==> src/rtl/gpu_display_pkg.sv <==
// Shared definitions for the GPU display path.
//   state_t        : scan-out fetch FSM encoding (also exported on o_wire_state)
//   BPP_*          : pixel-size codes (log2 of bytes per pixel)
//   DEFAULT_*      : default burst sizing / launch threshold
//   bpp_sanitize() : maps the illegal code 3 onto 4-byte pixels
package gpu_display_pkg;

    typedef enum logic [2:0] {
        ST_IDLE   = 3'd0,
        ST_LATCH  = 3'd1,
        ST_CALC   = 3'd2,
        ST_WAIT   = 3'd3,
        ST_STREAM = 3'd4,
        ST_NEXT   = 3'd5,
        ST_DONE   = 3'd6,
        ST_ERROR  = 3'd7
    } state_t;

    localparam logic [1:0] BPP_1 = 2'd0;
    localparam logic [1:0] BPP_2 = 2'd1;
    localparam logic [1:0] BPP_4 = 2'd2;

    localparam int DEFAULT_BURST_MAX     = 64;
    localparam int DEFAULT_LAUNCH_THRESH = 48;

    function automatic logic [1:0] bpp_sanitize(input logic [1:0] code);
        return (code == 2'd3) ? BPP_4 : code;
    endfunction

endpackage

==> src/rtl/painterengine_gpu_burst_calc.sv <==
// Burst address/length calculator with one register stage.
//   i_wire_load       : capture a new burst descriptor this cycle
//   i_wire_row_base   : byte address of the current row
//   i_wire_x          : first pixel of the burst within the row
//   i_wire_width      : pixels per row
//   i_wire_bpp_log2   : log2 bytes per pixel (already sanitised)
//   o_wire_address    : row_base + (x << bpp), wraps at ADDR_W
//   o_wire_length     : min(BURST_MAX, width - x), in pixels
// Outputs hold their value until the next load, so the last descriptor
// stays visible for debug after an error.
module painterengine_gpu_burst_calc
    import gpu_display_pkg::*;
#(
    parameter int ADDR_W    = 32,
    parameter int DIM_W     = 16,
    parameter int BURST_MAX = DEFAULT_BURST_MAX
) (
    input  logic              i_wire_clock,
    input  logic              i_wire_resetn,
    input  logic              i_wire_load,
    input  logic [ADDR_W-1:0] i_wire_row_base,
    input  logic [DIM_W-1:0]  i_wire_x,
    input  logic [DIM_W-1:0]  i_wire_width,
    input  logic [1:0]        i_wire_bpp_log2,
    output logic [ADDR_W-1:0] o_wire_address,
    output logic [ADDR_W-1:0] o_wire_length
);

    localparam logic [DIM_W-1:0] BURST_LIM = DIM_W'(BURST_MAX);

    logic [ADDR_W-1:0] byte_offset;
    logic [DIM_W-1:0]  remain;
    logic [DIM_W-1:0]  burst_len;

    always_comb begin
        byte_offset = ADDR_W'(i_wire_x) << i_wire_bpp_log2;
        remain      = i_wire_width - i_wire_x;
        burst_len   = (remain < BURST_LIM) ? remain : BURST_LIM;
    end

    always_ff @(posedge i_wire_clock or negedge i_wire_resetn) begin
        if (!i_wire_resetn) begin
            o_wire_address <= '0;
            o_wire_length  <= '0;
        end else if (i_wire_load) begin
            o_wire_address <= i_wire_row_base + byte_offset;
            o_wire_length  <= ADDR_W'(burst_len);
        end
    end

endmodule

==> src/rtl/painterengine_gpu_scanout_fetch.sv <==
// Frame-fetch controller: walks a framebuffer row by row, issuing bursts
// to the DMA reader and throttling on downstream FIFO free space.
//   i_wire_enable / i_wire_continuous / i_wire_frame_sync : frame control
//   i_wire_base_address, i_wire_stride, i_wire_width, i_wire_height,
//   i_wire_pixel_bytes_log2 : frame geometry, shadowed at frame start
//   i_wire_fifo_free        : downstream FIFO empty entries
//   i_wire_error_clear      : leaves ERROR
//   o_wire_fifo_flush       : pulse at frame start
//   o_wire_reader_*         : burst descriptor and reader run/reset
//   i_wire_reader_done/error: burst completion status
//   o_wire_busy, o_wire_frame_done, o_wire_error, o_wire_state,
//   o_wire_frame_count      : status
module painterengine_gpu_scanout_fetch
    import gpu_display_pkg::*;
#(
    parameter int ADDR_W        = 32,
    parameter int DIM_W         = 16,
    parameter int BURST_MAX     = DEFAULT_BURST_MAX,
    parameter int LAUNCH_THRESH = DEFAULT_LAUNCH_THRESH,
    parameter int CNT_W         = 8
) (
    input  logic              i_wire_clock,
    input  logic              i_wire_resetn,
    input  logic              i_wire_enable,
    input  logic              i_wire_continuous,
    input  logic              i_wire_frame_sync,
    input  logic [ADDR_W-1:0] i_wire_base_address,
    input  logic [DIM_W+1:0]  i_wire_stride,
    input  logic [DIM_W-1:0]  i_wire_width,
    input  logic [DIM_W-1:0]  i_wire_height,
    input  logic [1:0]        i_wire_pixel_bytes_log2,
    input  logic [CNT_W-1:0]  i_wire_fifo_free,
    input  logic              i_wire_error_clear,
    output logic              o_wire_fifo_flush,
    output logic [ADDR_W-1:0] o_wire_reader_address,
    output logic [ADDR_W-1:0] o_wire_reader_length,
    output logic              o_wire_reader_resetn,
    input  logic              i_wire_reader_done,
    input  logic              i_wire_reader_error,
    output logic              o_wire_busy,
    output logic              o_wire_frame_done,
    output logic              o_wire_error,
    output logic [2:0]        o_wire_state,
    output logic [15:0]       o_wire_frame_count
);

    localparam logic [CNT_W-1:0] THRESH = CNT_W'(LAUNCH_THRESH);

    state_t            state_reg;
    logic [ADDR_W-1:0] base_reg;
    logic [DIM_W+1:0]  stride_reg;
    logic [DIM_W-1:0]  width_reg;
    logic [DIM_W-1:0]  height_reg;
    logic [1:0]        bpp_reg;
    logic              cont_reg;
    logic              zero_reg;
    logic [ADDR_W-1:0] row_base_reg;
    logic [DIM_W-1:0]  x_reg;
    logic [DIM_W-1:0]  y_reg;
    logic              flush_reg;
    logic              reader_resetn_reg;
    logic              frame_done_reg;
    logic [15:0]       frame_count_reg;

    logic              row_end;
    logic [DIM_W-1:0]  y_next;
    logic              frame_end;

    always_comb begin
        row_end   = (x_reg == width_reg);
        y_next    = y_reg + 1'b1;
        frame_end = zero_reg || (row_end && (y_next == height_reg));
    end

    painterengine_gpu_burst_calc #(
        .ADDR_W    (ADDR_W),
        .DIM_W     (DIM_W),
        .BURST_MAX (BURST_MAX)
    ) u_burst_calc (
        .i_wire_clock    (i_wire_clock),
        .i_wire_resetn   (i_wire_resetn),
        .i_wire_load     (state_reg == ST_CALC),
        .i_wire_row_base (row_base_reg),
        .i_wire_x        (x_reg),
        .i_wire_width    (width_reg),
        .i_wire_bpp_log2 (bpp_reg),
        .o_wire_address  (o_wire_reader_address),
        .o_wire_length   (o_wire_reader_length)
    );

    always_ff @(posedge i_wire_clock or negedge i_wire_resetn) begin
        if (!i_wire_resetn) begin
            state_reg         <= ST_IDLE;
            base_reg          <= '0;
            stride_reg        <= '0;
            width_reg         <= '0;
            height_reg        <= '0;
            bpp_reg           <= '0;
            cont_reg          <= 1'b0;
            zero_reg          <= 1'b0;
            row_base_reg      <= '0;
            x_reg             <= '0;
            y_reg             <= '0;
            flush_reg         <= 1'b0;
            reader_resetn_reg <= 1'b0;
            frame_done_reg    <= 1'b0;
            frame_count_reg   <= '0;
        end else begin
            // Pulses and the reader run bit default low; only STREAM keeps
            // the reader running.
            flush_reg         <= 1'b0;
            frame_done_reg    <= 1'b0;
            reader_resetn_reg <= 1'b0;
            if (!i_wire_enable) begin
                state_reg <= ST_IDLE;
            end else begin
                case (state_reg)
                    ST_IDLE: begin
                        if (i_wire_frame_sync) begin
                            state_reg <= ST_LATCH;
                            flush_reg <= 1'b1;
                        end
                    end
                    ST_LATCH: begin
                        base_reg     <= i_wire_base_address;
                        stride_reg   <= i_wire_stride;
                        width_reg    <= i_wire_width;
                        height_reg   <= i_wire_height;
                        bpp_reg      <= bpp_sanitize(i_wire_pixel_bytes_log2);
                        cont_reg     <= i_wire_continuous;
                        row_base_reg <= i_wire_base_address;
                        x_reg        <= '0;
                        y_reg        <= '0;
                        // Empty frames skip the reader entirely and complete
                        // straight out of NEXT.
                        zero_reg     <= (i_wire_width == '0) || (i_wire_height == '0);
                        state_reg    <= ((i_wire_width == '0) || (i_wire_height == '0))
                                        ? ST_NEXT : ST_CALC;
                    end
                    ST_CALC: begin
                        state_reg <= ST_WAIT;
                    end
                    ST_WAIT: begin
                        if (i_wire_fifo_free >= THRESH) begin
                            state_reg         <= ST_STREAM;
                            reader_resetn_reg <= 1'b1;
                        end
                    end
                    ST_STREAM: begin
                        if (i_wire_reader_error) begin
                            state_reg <= ST_ERROR;
                        end else if (i_wire_reader_done) begin
                            x_reg     <= x_reg + o_wire_reader_length[DIM_W-1:0];
                            state_reg <= ST_NEXT;
                        end else begin
                            reader_resetn_reg <= 1'b1;
                        end
                    end
                    ST_NEXT: begin
                        if (row_end) begin
                            x_reg        <= '0;
                            y_reg        <= y_next;
                            row_base_reg <= row_base_reg + ADDR_W'(stride_reg);
                        end
                        if (frame_end) begin
                            frame_done_reg  <= 1'b1;
                            frame_count_reg <= frame_count_reg + 16'd1;
                            state_reg       <= cont_reg ? ST_IDLE : ST_DONE;
                        end else begin
                            state_reg <= ST_CALC;
                        end
                    end
                    ST_DONE: begin
                        state_reg <= ST_DONE;
                    end
                    ST_ERROR: begin
                        if (i_wire_error_clear) begin
                            state_reg <= ST_IDLE;
                        end
                    end
                    default: begin
                        state_reg <= ST_IDLE;
                    end
                endcase
            end
        end
    end

    assign o_wire_fifo_flush    = flush_reg;
    assign o_wire_reader_resetn = reader_resetn_reg;
    assign o_wire_frame_done    = frame_done_reg;
    assign o_wire_frame_count   = frame_count_reg;
    assign o_wire_state         = state_reg;
    assign o_wire_error         = (state_reg == ST_ERROR);
    assign o_wire_busy          = (state_reg != ST_IDLE) && (state_reg != ST_DONE)
                                  && (state_reg != ST_ERROR);

endmodule

==> config.mk <==
export PLATFORM = sky130hd
export DESIGN_NAME = painterengine_gpu_scanout_fetch
export DESIGN_NICKNAME = d
export VERILOG_FILES = /design/src/rtl/gpu_display_pkg.sv /design/src/rtl/painterengine_gpu_burst_calc.sv /design/src/rtl/painterengine_gpu_scanout_fetch.sv
export SDC_FILE = /design/constraint.sdc
export NUM_CORES = 1
export LEC_CHECK = 0
export BUFFER_PORTS_ARGS = -buffer_cell sky130_fd_sc_hd__buf_4
export CAP_MARGIN = 5
export CORE_MARGIN = 4
export CORE_UTILIZATION = 61
export CTS_BUF_LIST = sky130_fd_sc_hd__clkbuf_4 sky130_fd_sc_hd__clkbuf_8
export DETAILED_ROUTE_END_ITERATION = 16
export PLACE_DENSITY = 0.85
export SYNTH_ARGS = -nofsm -noshare
export SYNTH_HDL_FRONTEND = slang
export SYNTH_SLANG_ARGS = --single-unit
==> constraint.sdc <==
create_clock -name i_wire_clock -period 11.6 [get_ports i_wire_clock]
set_input_delay 1.74 -clock i_wire_clock [delete_from_list [all_inputs] [get_ports i_wire_clock]]
set_output_delay 1.74 -clock i_wire_clock [all_outputs]
set_load 0.01 [all_outputs]
==> flow_summary_export.csv, run 1 <==
group,metric,value,unit
outcome,status,"finished, final reports clean",
placement,post-place-ws,7.30,ns
clock_tree,insertion_delay,0.47,ns
power,p_comb_share,48.2,%
power,seqPwrFrac,37.5,%
critical_path,critical_path_arrival,4.65,ns
clock_tree,post_cts_buffers,0,
finish,final_cells,1806,
power,power_switching,1.21,mW
timing,setup_viol,0,
critical_path,worstSetupPathType,"reg2reg",
placement,place.gp.congestion,0.971,
timing,fin_setup_tns,0,ns
clock_tree,cts_max_level,4,
drt,wl_per_cell,17.4,um
grt,grt_max_degree,122,
grt,globalRouteTotalUtil,28.4,%
clock_tree,clock_path_buffers,2,
clock_tree,cts_tree,"done",
finish,drive_above_1_share,15.6,%
timing,worst_pin_slew,1.08,ns
worst_hold_path,hold_path_class,"reg2reg",
power,peakVddDrop,0.0000988,V
power,pwr-share-clk,14.3,%
yosys,synthCells,1394,
placement,port_buffers,167,
power,p_leak,6.72,nW
timing,clock_skew,0.0205,ns
die,rows,51,
yosys,ys_seq_area_share,38.7,%
critical_path,worst-r2r-cell-count,11,
grt,grt_pass1_wl,51100,um
critical_path,start_kind,"flip-flop",
timing,max-slew-margin-rel,27.9,%
yosys,synth_seq_cells,188,
power,powerDensity,204,nW/um2
critical_path,cp_max_fo,24,
clock_tree,cts.reportedPaths.clkPinSlew,0.10,ns
finish,nets,1701,
finish,n_antenna_cell,0,
die,initial_utilization,62.3,%
run,cap_violations,0,
placement,place_inst,1774,
grt,antenna_found_initial,0,
yosys,synth-edff-count,0,
critical_path,r2r_start,"bpp_reg[0]",
grt,grt_pass1_vias,10317,
drt,routed_wl,31400,um
die,die_y,149,um
worst_hold_path,hold_depth,1,
critical_path,critPathRequiredTime,11.92,ns
clock_tree,root_buffer,"clkbuf_8",
die,dieArea,22300,um2
drt,drt_iter0_drc,847,
worst_hold_path,worstHoldStart,"o_wire_frame_count[15]",
clock_tree,cts_hold_buf,0,
critical_path,r2r_end,"u_burst_calc.o_wire_address[31]",
timing,grt_setup_unrepaired,"false",
power,netSwitchingFraction,42.7,%
yosys,yosysUniqueCellTypes,75,
yosys,synthArstFlopShare,100,%
drt,drc,0,
timing,period_share,37.4,%
worst_hold_path,hold_end,"o_wire_frame_count[15]",
power,total_power,2.83,mW
finish,area_growth,14.2,%
timing,setup_ws,7.27,ns
critical_path,r2r_setup_slack,7.27,ns
clock_tree,cts_resized,0,
critical_path,critPathCaptureType,"flip-flop",
clock_tree,clkSinkCount,188,
die,core_area,19500,um2
placement,hpwlAfterDp,23300,um
die,die_x,149,um
grt,grt-ovfl-total,0,
yosys,synth.avg_cell_area,8.73,um2
yosys,syn_area,12200,um2
drt,ant_nets,0,
drt,vias_per_cell,5.99,
drt,vias,10818,
power,internal_power,1.62,mW
clock_tree,cts_inserted_buffers,17,
critical_path,cp-startpoint,"bpp_reg[0]",
drt,firstDrtPassIters,8,
yosys,synth_flop_cell,"dfrtp_1",
timing,post-route-min-period,4.33,ns
yosys,yosys_warnings,0,
timing,hold_violations,0,
timing,fmax,231,MHz
die,num_io_pins,188,
timing,drv_slew,0,
cell usage in the layout (no fill, tap or decap), types with 10 or more instances in the layout:
| cell type | n |
|---|---|
| conb_1 | 16 |
| mux2i_1 | 19 |
| buf_4 | 172 |
| xor2_1 | 44 |
| nor3_1 | 19 |
| and2_1 | 14 |
| o31ai_1 | 16 |
| nor2b_1 | 18 |
| clkbuf_8 | 20 |
| dfrtp_1 | 187 |
| ha_1 | 69 |
| inv_1 | 42 |
| nand4_1 | 16 |
| o21ai_0 | 116 |
| a211oi_1 | 19 |
| xnor2_1 | 49 |
| o211ai_1 | 10 |
| o21a_1 | 12 |
| o22ai_1 | 17 |
| nor4_1 | 14 |
| nor2_1 | 91 |
| nand3_1 | 28 |
| nand2b_1 | 13 |
| and3_1 | 16 |
| a21oi_1 | 57 |
| nand2_1 | 271 |
| a21o_1 | 27 |
cells in the mapped netlist (17+ instances only):
library cell  instances  share of area [%]
nand2_1             272                8.4
dfrtp_1             188                 39
o21ai_0             116                4.8
nor2_1               92                2.8
ha_1                 69                7.1
a21oi_1              57                2.3
xnor2_1              49                3.5
clkbuf_1             46                1.4
xor2_1               44                3.2
inv_1                42                1.3
nand3_1              29                1.2
a21o_1               27                1.7
a211oi_1             19                1.2
mux2i_1              19                1.6
nor3_1               19               0.78
nor2b_1              18               0.93
o22ai_1              17               0.87
layout make-up:
| type | instances | area (um2) |
|---|---|---|
| Clock buffer | 20 | 269 |
| Clock inverter | 12 | 86.3 |
| Fill cell | 1559 | 5630 |
| Inverter | 43 | 161 |
| Multi-Input combinational cell | 1105 | 7030 |
| Sequential cell | 188 | 4710 |
| Tap cell | 265 | 332 |
| Timing Repair Buffer | 173 | 1310 |
worst max-delay path by stage:
stage,endpoint,slack [ns],depth (start not counted)
floorplan,u_burst_calc.o_wire_address[29],7.81,13
global placement,u_burst_calc.o_wire_address[31],7.35,11
detailed placement,u_burst_calc.o_wire_address[31],7.30,11
CTS,u_burst_calc.o_wire_address[31],7.26,11
global route,u_burst_calc.o_wire_address[27],6.98,11
finish,u_burst_calc.o_wire_address[31],7.27,11
routing by layer:
metal,vias to the layer above,wire length (um),global-route usage [%]
li1,5193,-,-
met2,433,14900,46.4
met3,57,2260,4.98
met5,-,0,0
met1,5135,13500,39.1
met4,0,729,8.83
worst max-delay path, cell delays in order, from the launching register on:
cell and delay (ns):
dfrtp_1 1.02, mux4_2 0.65, ha_1 0.35, a21o_1 0.21
or4_1 0.40, a211oi_1 0.26, o21ai_0 0.17, a31oi_1 0.34
o21a_1 0.42, nor2b_1 0.11, xnor2_1 0.16, o21ai_0 0.09
stage by stage:
stage / hold WS [ns] / utilization (%) / cell area [um2]
floorplan: 0.452 / - / 12200
global placement: 0.460 / 69.3 / 13500
detailed placement: 0.467 / 69.3 / 13500
CTS: 0.488 / 71.1 / 13900
global route: 0.502 / 71.1 / 13900
finish: 0.486 / 71.1 / 13900
power by group through the flow:
stage	clock, mW	combinational (mW)	sequential, mW
6_report	0.406	1.37	1.06
3_3_place_gp	0	1.30	1.06
5_1_grt	0.437	1.53	1.09
3_5_place_dp	0	1.35	1.07
2_1_floorplan	0	1.02	1.01
4_1_cts	0.412	1.36	1.06
cell families (layout without fill, tap and decap cells):
kind of cell	count (synthesis)	in the layout	share of synthesized area, %
muxes	28	28	3.04
AOI/OAI and AO/OA	352	352	18.8
other	1	16	0.0308
xor gates and xnor gates	93	93	6.70
buffers and inverters	116	248	4.10
DFF	188	188	38.7
and+or+nand+nor	543	543	20.9
adders and majority gates	73	73	7.76
No activity file was read; power rests on OpenSTA's default activity.
==> run 2: changes to the inputs <==
--- a/config.mk
+++ b/config.mk
@@ -8,10 +8,10 @@
 export BUFFER_PORTS_ARGS = -buffer_cell sky130_fd_sc_hd__buf_4
 export CAP_MARGIN = 5
 export CORE_MARGIN = 4
-export CORE_UTILIZATION = 61
+export CORE_UTILIZATION = 54
 export CTS_BUF_LIST = sky130_fd_sc_hd__clkbuf_4 sky130_fd_sc_hd__clkbuf_8
 export DETAILED_ROUTE_END_ITERATION = 16
-export PLACE_DENSITY = 0.85
+export PLACE_DENSITY = 0.79
 export SYNTH_ARGS = -nofsm -noshare
 export SYNTH_HDL_FRONTEND = slang
 export SYNTH_SLANG_ARGS = --single-unit
==> constraint.sdc (replaced) <==
create_clock -name i_wire_clock -period 3.9 [get_ports i_wire_clock]
set_input_delay 0.585 -clock i_wire_clock [delete_from_list [all_inputs] [get_ports i_wire_clock]]
set_output_delay 0.585 -clock i_wire_clock [all_outputs]
set_load 0.01 [all_outputs]
==> flow_summary_export.csv, run 2 (synthesis results as in run 1) <==
group,metric,value,unit
finish,area_growth,15.6,%
drt,firstDrtPassIters,7,
critical_path,critPathRequiredTime,4.25,ns
placement,placed_area,13700,um2
clock_tree,clkSinkCount,188,
critical_path,critical-path-max-stage-delay,0.58,ns
grt,grt_pass1_vias,10140,
placement,hpwlAfterDp,24200,um
finish,multiInputGateArea,7030,um2
clock_tree,cts_resized,0,
grt,globalRouteTotalUtil,25.6,%
run,cap_violations,0,
grt,grt_pass1_wl,51200,um
finish,nets,1713,
timing,worst_pin_slew,0.906,ns
die,die_x,158,um
worst_hold_path,hold_path_class,"in2async",
clock_tree,root_buffer,"clkbuf_8",
critical_path,crit_chain,"mux4_2 > ha_1 > a21o_1 > or4_1 > a211oi_1 > o21ai_0 > a31oi_1 > o21a_1 > nor2b_1 > xnor2_1 > o21ai_0",
placement,place_inst,1801,
die,rows,54,
die,num_io_pins,188,
power,powerDensity,610,nW/um2
timing,grt_setup_unrepaired,"false",
clock_tree,insertion_delay,0.49,ns
drt,wl_met1,14400,um
timing,clock_skew,0.0244,ns
power,p_leak,6.80,nW
critical_path,start_kind,"flip-flop",
drt,wl_met2,15100,um
drt,drc,0,
finish,final_cells,1832,
die,core_area,22000,um2
drt,top_layer,"met4",
die,die_y,158,um
placement,port_buffers,167,
critical_path,critPathCaptureType,"flip-flop",
drt,vias,10738,
power,total_power,8.59,mW
timing,post-route-min-period,3.58,ns
power,internal_power,4.95,mW
timing,fin_setup_tns,0,ns
drt,drt_iter0_drc,850,
power,pwr-share-clk,15.1,%
critical_path,cp_top_family,"compound AO/OA/AOI/OAI gates",
drt,wl_per_cell,17.6,um
timing,hold_violations,0,
drt,wl_met3,2160,um
critical_path,worstSetupPathType,"reg2reg",
clock_tree,cts_max_level,4,
timing,fmax,279,MHz
die,initial_utilization,55.4,%
timing,max-slew-margin-rel,39.4,%
clock_tree,post_cts_buffers,0,
power,power_switching,3.64,mW
timing,drv_slew,0,
finish,mostFrequentLayoutCell,"nand2_1",
finish,layout_common_cells,"nand2_1 (271), dfrtp_1 (187), buf_4 (181)",
timing,setup_viol,0,
finish,stdcell_area,14100,um2
finish,fillCellCount,1898,
grt,grt_max_degree,97,
clock_tree,cts.reportedPaths.clkPinSlew,0.11,ns
outcome,status,"finished, final reports clean",
placement,place.gp.congestion,0.903,
power,netSwitchingFraction,42.4,%
critical_path,cpMaxStageDelayCell,"mux4_2",
clock_tree,clock_path_buffers,2,
timing,setup_ws,0.317,ns
finish,seqCellArea,4710,um2
placement,post-place-ws,0.326,ns
power,peakVddDrop,0.000252,V
drt,vias_per_cell,5.86,
critical_path,cp_max_fo,7,
critical_path,worst_path_most_repeated_cell,"o21ai_0",
critical_path,worst-path-buf-inv,0,
drt,ant_nets,0,
drt,routed_wl,32200,um
clock_tree,cts_tree,"done",
finish,drive_above_1_share,16.2,%
finish,n_antenna_cell,0,
die,dieArea,25000,um2
timing,period_share,91.9,%
grt,antenna_found_initial,0,
power,p_comb_share,48.5,%
clock_tree,cts_inserted_buffers,17,
power,seqPwrFrac,36.4,%
grt,grt-ovfl-total,0,
clock_tree,cts_hold_buf,0,
critical_path,critical_path_arrival,3.93,ns
## run 2: final cells by class
cell class | count | area share, %
Clock buffer | 20 | 1.96
Timing Repair Buffer | 185 | 10.2
Clock inverter | 11 | 0.756
Sequential cell | 188 | 33.5
Multi-Input combinational cell | 1105 | 50.0
Inverter | 43 | 1.15
Tap cell | 280 | 2.49
## run 2: through the flow
stage               util [%]  hold slack [ns]
floorplan                  -            0.289
global placement        62.3            0.462
detailed placement      62.3            0.468
CTS                     64.1            0.186
global route            64.1            0.195
finish                  64.1            0.150
## run 2: worst register-to-register path, stage by stage (launching register included)
cell and delay [ns]:
dfrtp_1 0.51, mux4_2 0.58, ha_1 0.35, a21o_1 0.21, or4_1 0.40, a211oi_1 0.24
o21ai_0 0.18, a31oi_1 0.26, o21a_1 0.37, nor2b_1 0.11, xnor2_1 0.15, o21ai_0 0.09
## run 2: power groups by stage
stage                     combinational (mW)  clock, mW  sequential (mW)
after floorplan                         3.05          0             2.99
after global placement                  4.00          0             3.13
after detailed placement                4.13          0             3.15
after CTS                               4.15       1.33             3.11
after global routing                    4.66       1.41             3.19
final                                   4.16       1.30             3.12
## run 2: worst paths after layout
kind                                                    to  depth (start not counted)                       startpoint  slack, ns
min in group i_wire_clock                   stride_reg[12]                          3                i_wire_stride[12]       0.28
setup reg to reg           u_burst_calc.o_wire_address[29]                         11                       bpp_reg[0]       0.32
hold reg to reg            u_burst_calc.o_wire_address[21]                          2  u_burst_calc.o_wire_address[21]       0.49
setup / recovery           u_burst_calc.o_wire_address[29]                         11                       bpp_reg[0]       0.32
max in group asynchronous                  row_base_reg[7]                          2                    i_wire_resetn       2.77
hold / removal                                    y_reg[5]                          1                    i_wire_resetn       0.15
## run 2: layer usage
layer  vias to the layer above  GRT usage (%)
li1                       5219              -
met1                      5078           36.4
met2                       392           41.0
met3                        49           4.70
met4                         0           6.05
met5                         -              0
==> run 3: changes to the inputs <==
==> constraint.sdc (replaced) <==
create_clock -name i_wire_clock -period 3 [get_ports i_wire_clock]
set_input_delay 0.45 -clock i_wire_clock [delete_from_list [all_inputs] [get_ports i_wire_clock]]
set_output_delay 0.45 -clock i_wire_clock [all_outputs]
set_load 0.005 [all_outputs]
==> flow_summary_export.csv, run 3 (synthesis results as in run 1) <==
group,metric,value,unit
critical_path,start_kind,"flip-flop",
placement,placed_area,14500,um2
drt,wl_per_cell,17.9,um
grt,grt_pass1_wl,54600,um
grt,met2_usage,44.4,%
timing,max-slew-margin-rel,49.6,%
worst_hold_path,hold_path_class,"in2reg",
drt,vias_per_cell,5.84,
drt,drc,0,
grt,groute.layer.met3.usage,4.57,%
outcome,failed_checks,"setup timing",
timing,setup_ws,-0.221,ns
critical_path,cp_top_family,"compound AO/OA/AOI/OAI gates",
timing,fmax,310,MHz
die,die_y,158,um
finish,drive_above_1_share,27.6,%
grt,grt_max_degree,80,
timing,clock_skew,0.0169,ns
critical_path,critPathCaptureType,"flip-flop",
timing,period_share,107,%
critical_path,worst-r2r-cell-count,11,
critical_path,cpMaxStageDelayCell,"or4_4",
placement,hpwlAfterDp,25700,um
die,num_io_pins,188,
critical_path,worstSetupPathType,"reg2reg",
grt,antenna_found_initial,0,
drt,vias,11367,
clock_tree,cts_max_level,4,
die,dieArea,25000,um2
clock_tree,insertion_delay,0.49,ns
critical_path,crit_chain,"buf_6 > mux4_2 > ha_1 > or4_4 > a211oi_4 > o21ai_1 > a31oi_1 > o21a_2 > buf_4 > xor2_1 > o21ai_1",
finish,n_antenna_cell,0,
placement,place.gp.congestion,0.922,
timing,setup_viol,19,
die,core_area,22000,um2
timing,drv_slew,0,
grt,grt_pass1_vias,10916,
power,powerDensity,779,nW/um2
critical_path,critPathRequiredTime,3.35,ns
clock_tree,root_buffer,"clkbuf_8",
finish,area_growth,27.3,%
critical_path,cp_max_fo,8,
die,rows,54,
timing,worst_pin_slew,0.756,ns
clock_tree,clock_path_buffers,2,
outcome,status,"finished, violations left",
drt,ant_nets,0,
critical_path,cp.depth,11,
worst_hold_path,hold_depth,3,
finish,mostFrequentLayoutCell,"buf_4",
grt,grt-ovfl-total,0,
run,cap_violations,0,
die,die_x,158,um
clock_tree,cts_inserted_buffers,17,
power,total_power,12.1,mW
grt,globalRouteTotalUtil,27.3,%
grt,grtUsageMet1,37.3,%
clock_tree,clkSinkCount,188,
finish,stdcell_area,15500,um2
drt,drt_iter0_drc,755,
critical_path,worst-path-buf-inv,2,
drt,routed_wl,34900,um
placement,port_buffers,167,
finish,fillCellCount,1717,
clock_tree,cts_tree,"done",
die,initial_utilization,55.4,%
timing,grt_setup_unrepaired,"true",
power,p_leak,7.43,nW
critical_path,critical_path_arrival,3.57,ns
timing,hold_violations,0,
critical_path,worst_path_most_repeated_cell,"o21ai_1",
grt,grt.busiest_layer,"met2",
timing,post-route-min-period,3.22,ns
drt,firstDrtPassIters,5,
clock_tree,cts.reportedPaths.clkPinSlew,0.10,ns
finish,layout_common_cells,"buf_4 (286), nand2_1 (269), dfrtp_1 (176)",
critical_path,critical-path-max-stage-delay,0.55,ns
finish,nets,1829,
power,peakVddDrop,0.000433,V
## run 3: cell count changes in the layout (fill, tap and decap cells not counted), moves of 8 or more
cell,delta
ha_4,+9
o21ai_2,+8
buf_4,+105
o21ai_0,-22
dfrtp_2,+11
ha_1,-15
a21oi_2,+12
o21ai_1,+14
dfrtp_1,-11
a21oi_1,-12
## run 3: report_power, final
part           total (mW)  switching [mW]  internal (mW)
clock network        1.69           0.936          0.751
registers            4.05           0.750           3.30
logic                6.32            3.32           3.01
total                12.1            5.00           7.05
## run 3: layout make-up
cell class | instances | area, um2 | area share [%]
Inverter | 43 | 161 | 1.04
Clock inverter | 9 | 86.3 | 0.558
Sequential cell | 188 | 4720 | 30.5
Tap cell | 280 | 350 | 2.26
Clock buffer | 22 | 297 | 1.91
Multi-Input combinational cell | 1105 | 7490 | 48.4
Timing Repair Buffer | 301 | 2380 | 15.4
## run 3: worst reg2reg max path: stages, from the launching register on
cell,delay [ns]
dfrtp_2,0.44
buf_6,0.16
mux4_2,0.52
ha_1,0.22
or4_4,0.55
a211oi_4,0.19
o21ai_1,0.09
a31oi_1,0.23
o21a_2,0.32
buf_4,0.17
xor2_1,0.14
o21ai_1,0.07
## run 3: per-stage QoR
stage                     utilization (%)  setup WS (ns)  instances  TNS [ns]  hold slack [ns]
after global placement               66.1         -0.215       1901     -2.27            0.458
final                                70.5         -0.221       1948     -2.90            0.150
after global routing                 70.5         -0.384       1948     -6.23            0.150
after floorplan                         -        -0.0741       1409    -0.484            0.154
after CTS                            68.7         -0.226       1941     -3.07            0.124
after detailed placement             66.1         -0.272       1901     -3.67            0.467
## run 3: timing repair
action / CTS / global route
pin swaps: 7 / 35
hold buffers: 1 / 0
resized for setup: 29 / 98
hold endpoints to repair: 23 / 0
buffers inserted: 8 / 7
endpoints found under the setup margin: 32 / 56
## run 3: final timing paths
kind                                                start                              end  slack (ns)
min in group asynchronous                   i_wire_resetn  u_burst_calc.o_wire_address[25]        0.53
hold / removal                           i_wire_stride[8]                    stride_reg[8]        0.15
max in group asynchronous                   i_wire_resetn                       bpp_reg[0]        1.74
setup reg to reg                               bpp_reg[0]  u_burst_calc.o_wire_address[19]       -0.22
hold reg to reg            u_burst_calc.o_wire_address[8]   u_burst_calc.o_wire_address[8]        0.49
setup / recovery                               bpp_reg[0]  u_burst_calc.o_wire_address[19]       -0.22
## run 3: layer usage
layer  vias to the layer above  part of all wire (%)
li1                       5446                     -
met4                         0                   2.4
met1                      5498                    43
met3                        65                   6.1
met2                       358                    48
met5                         -                     0
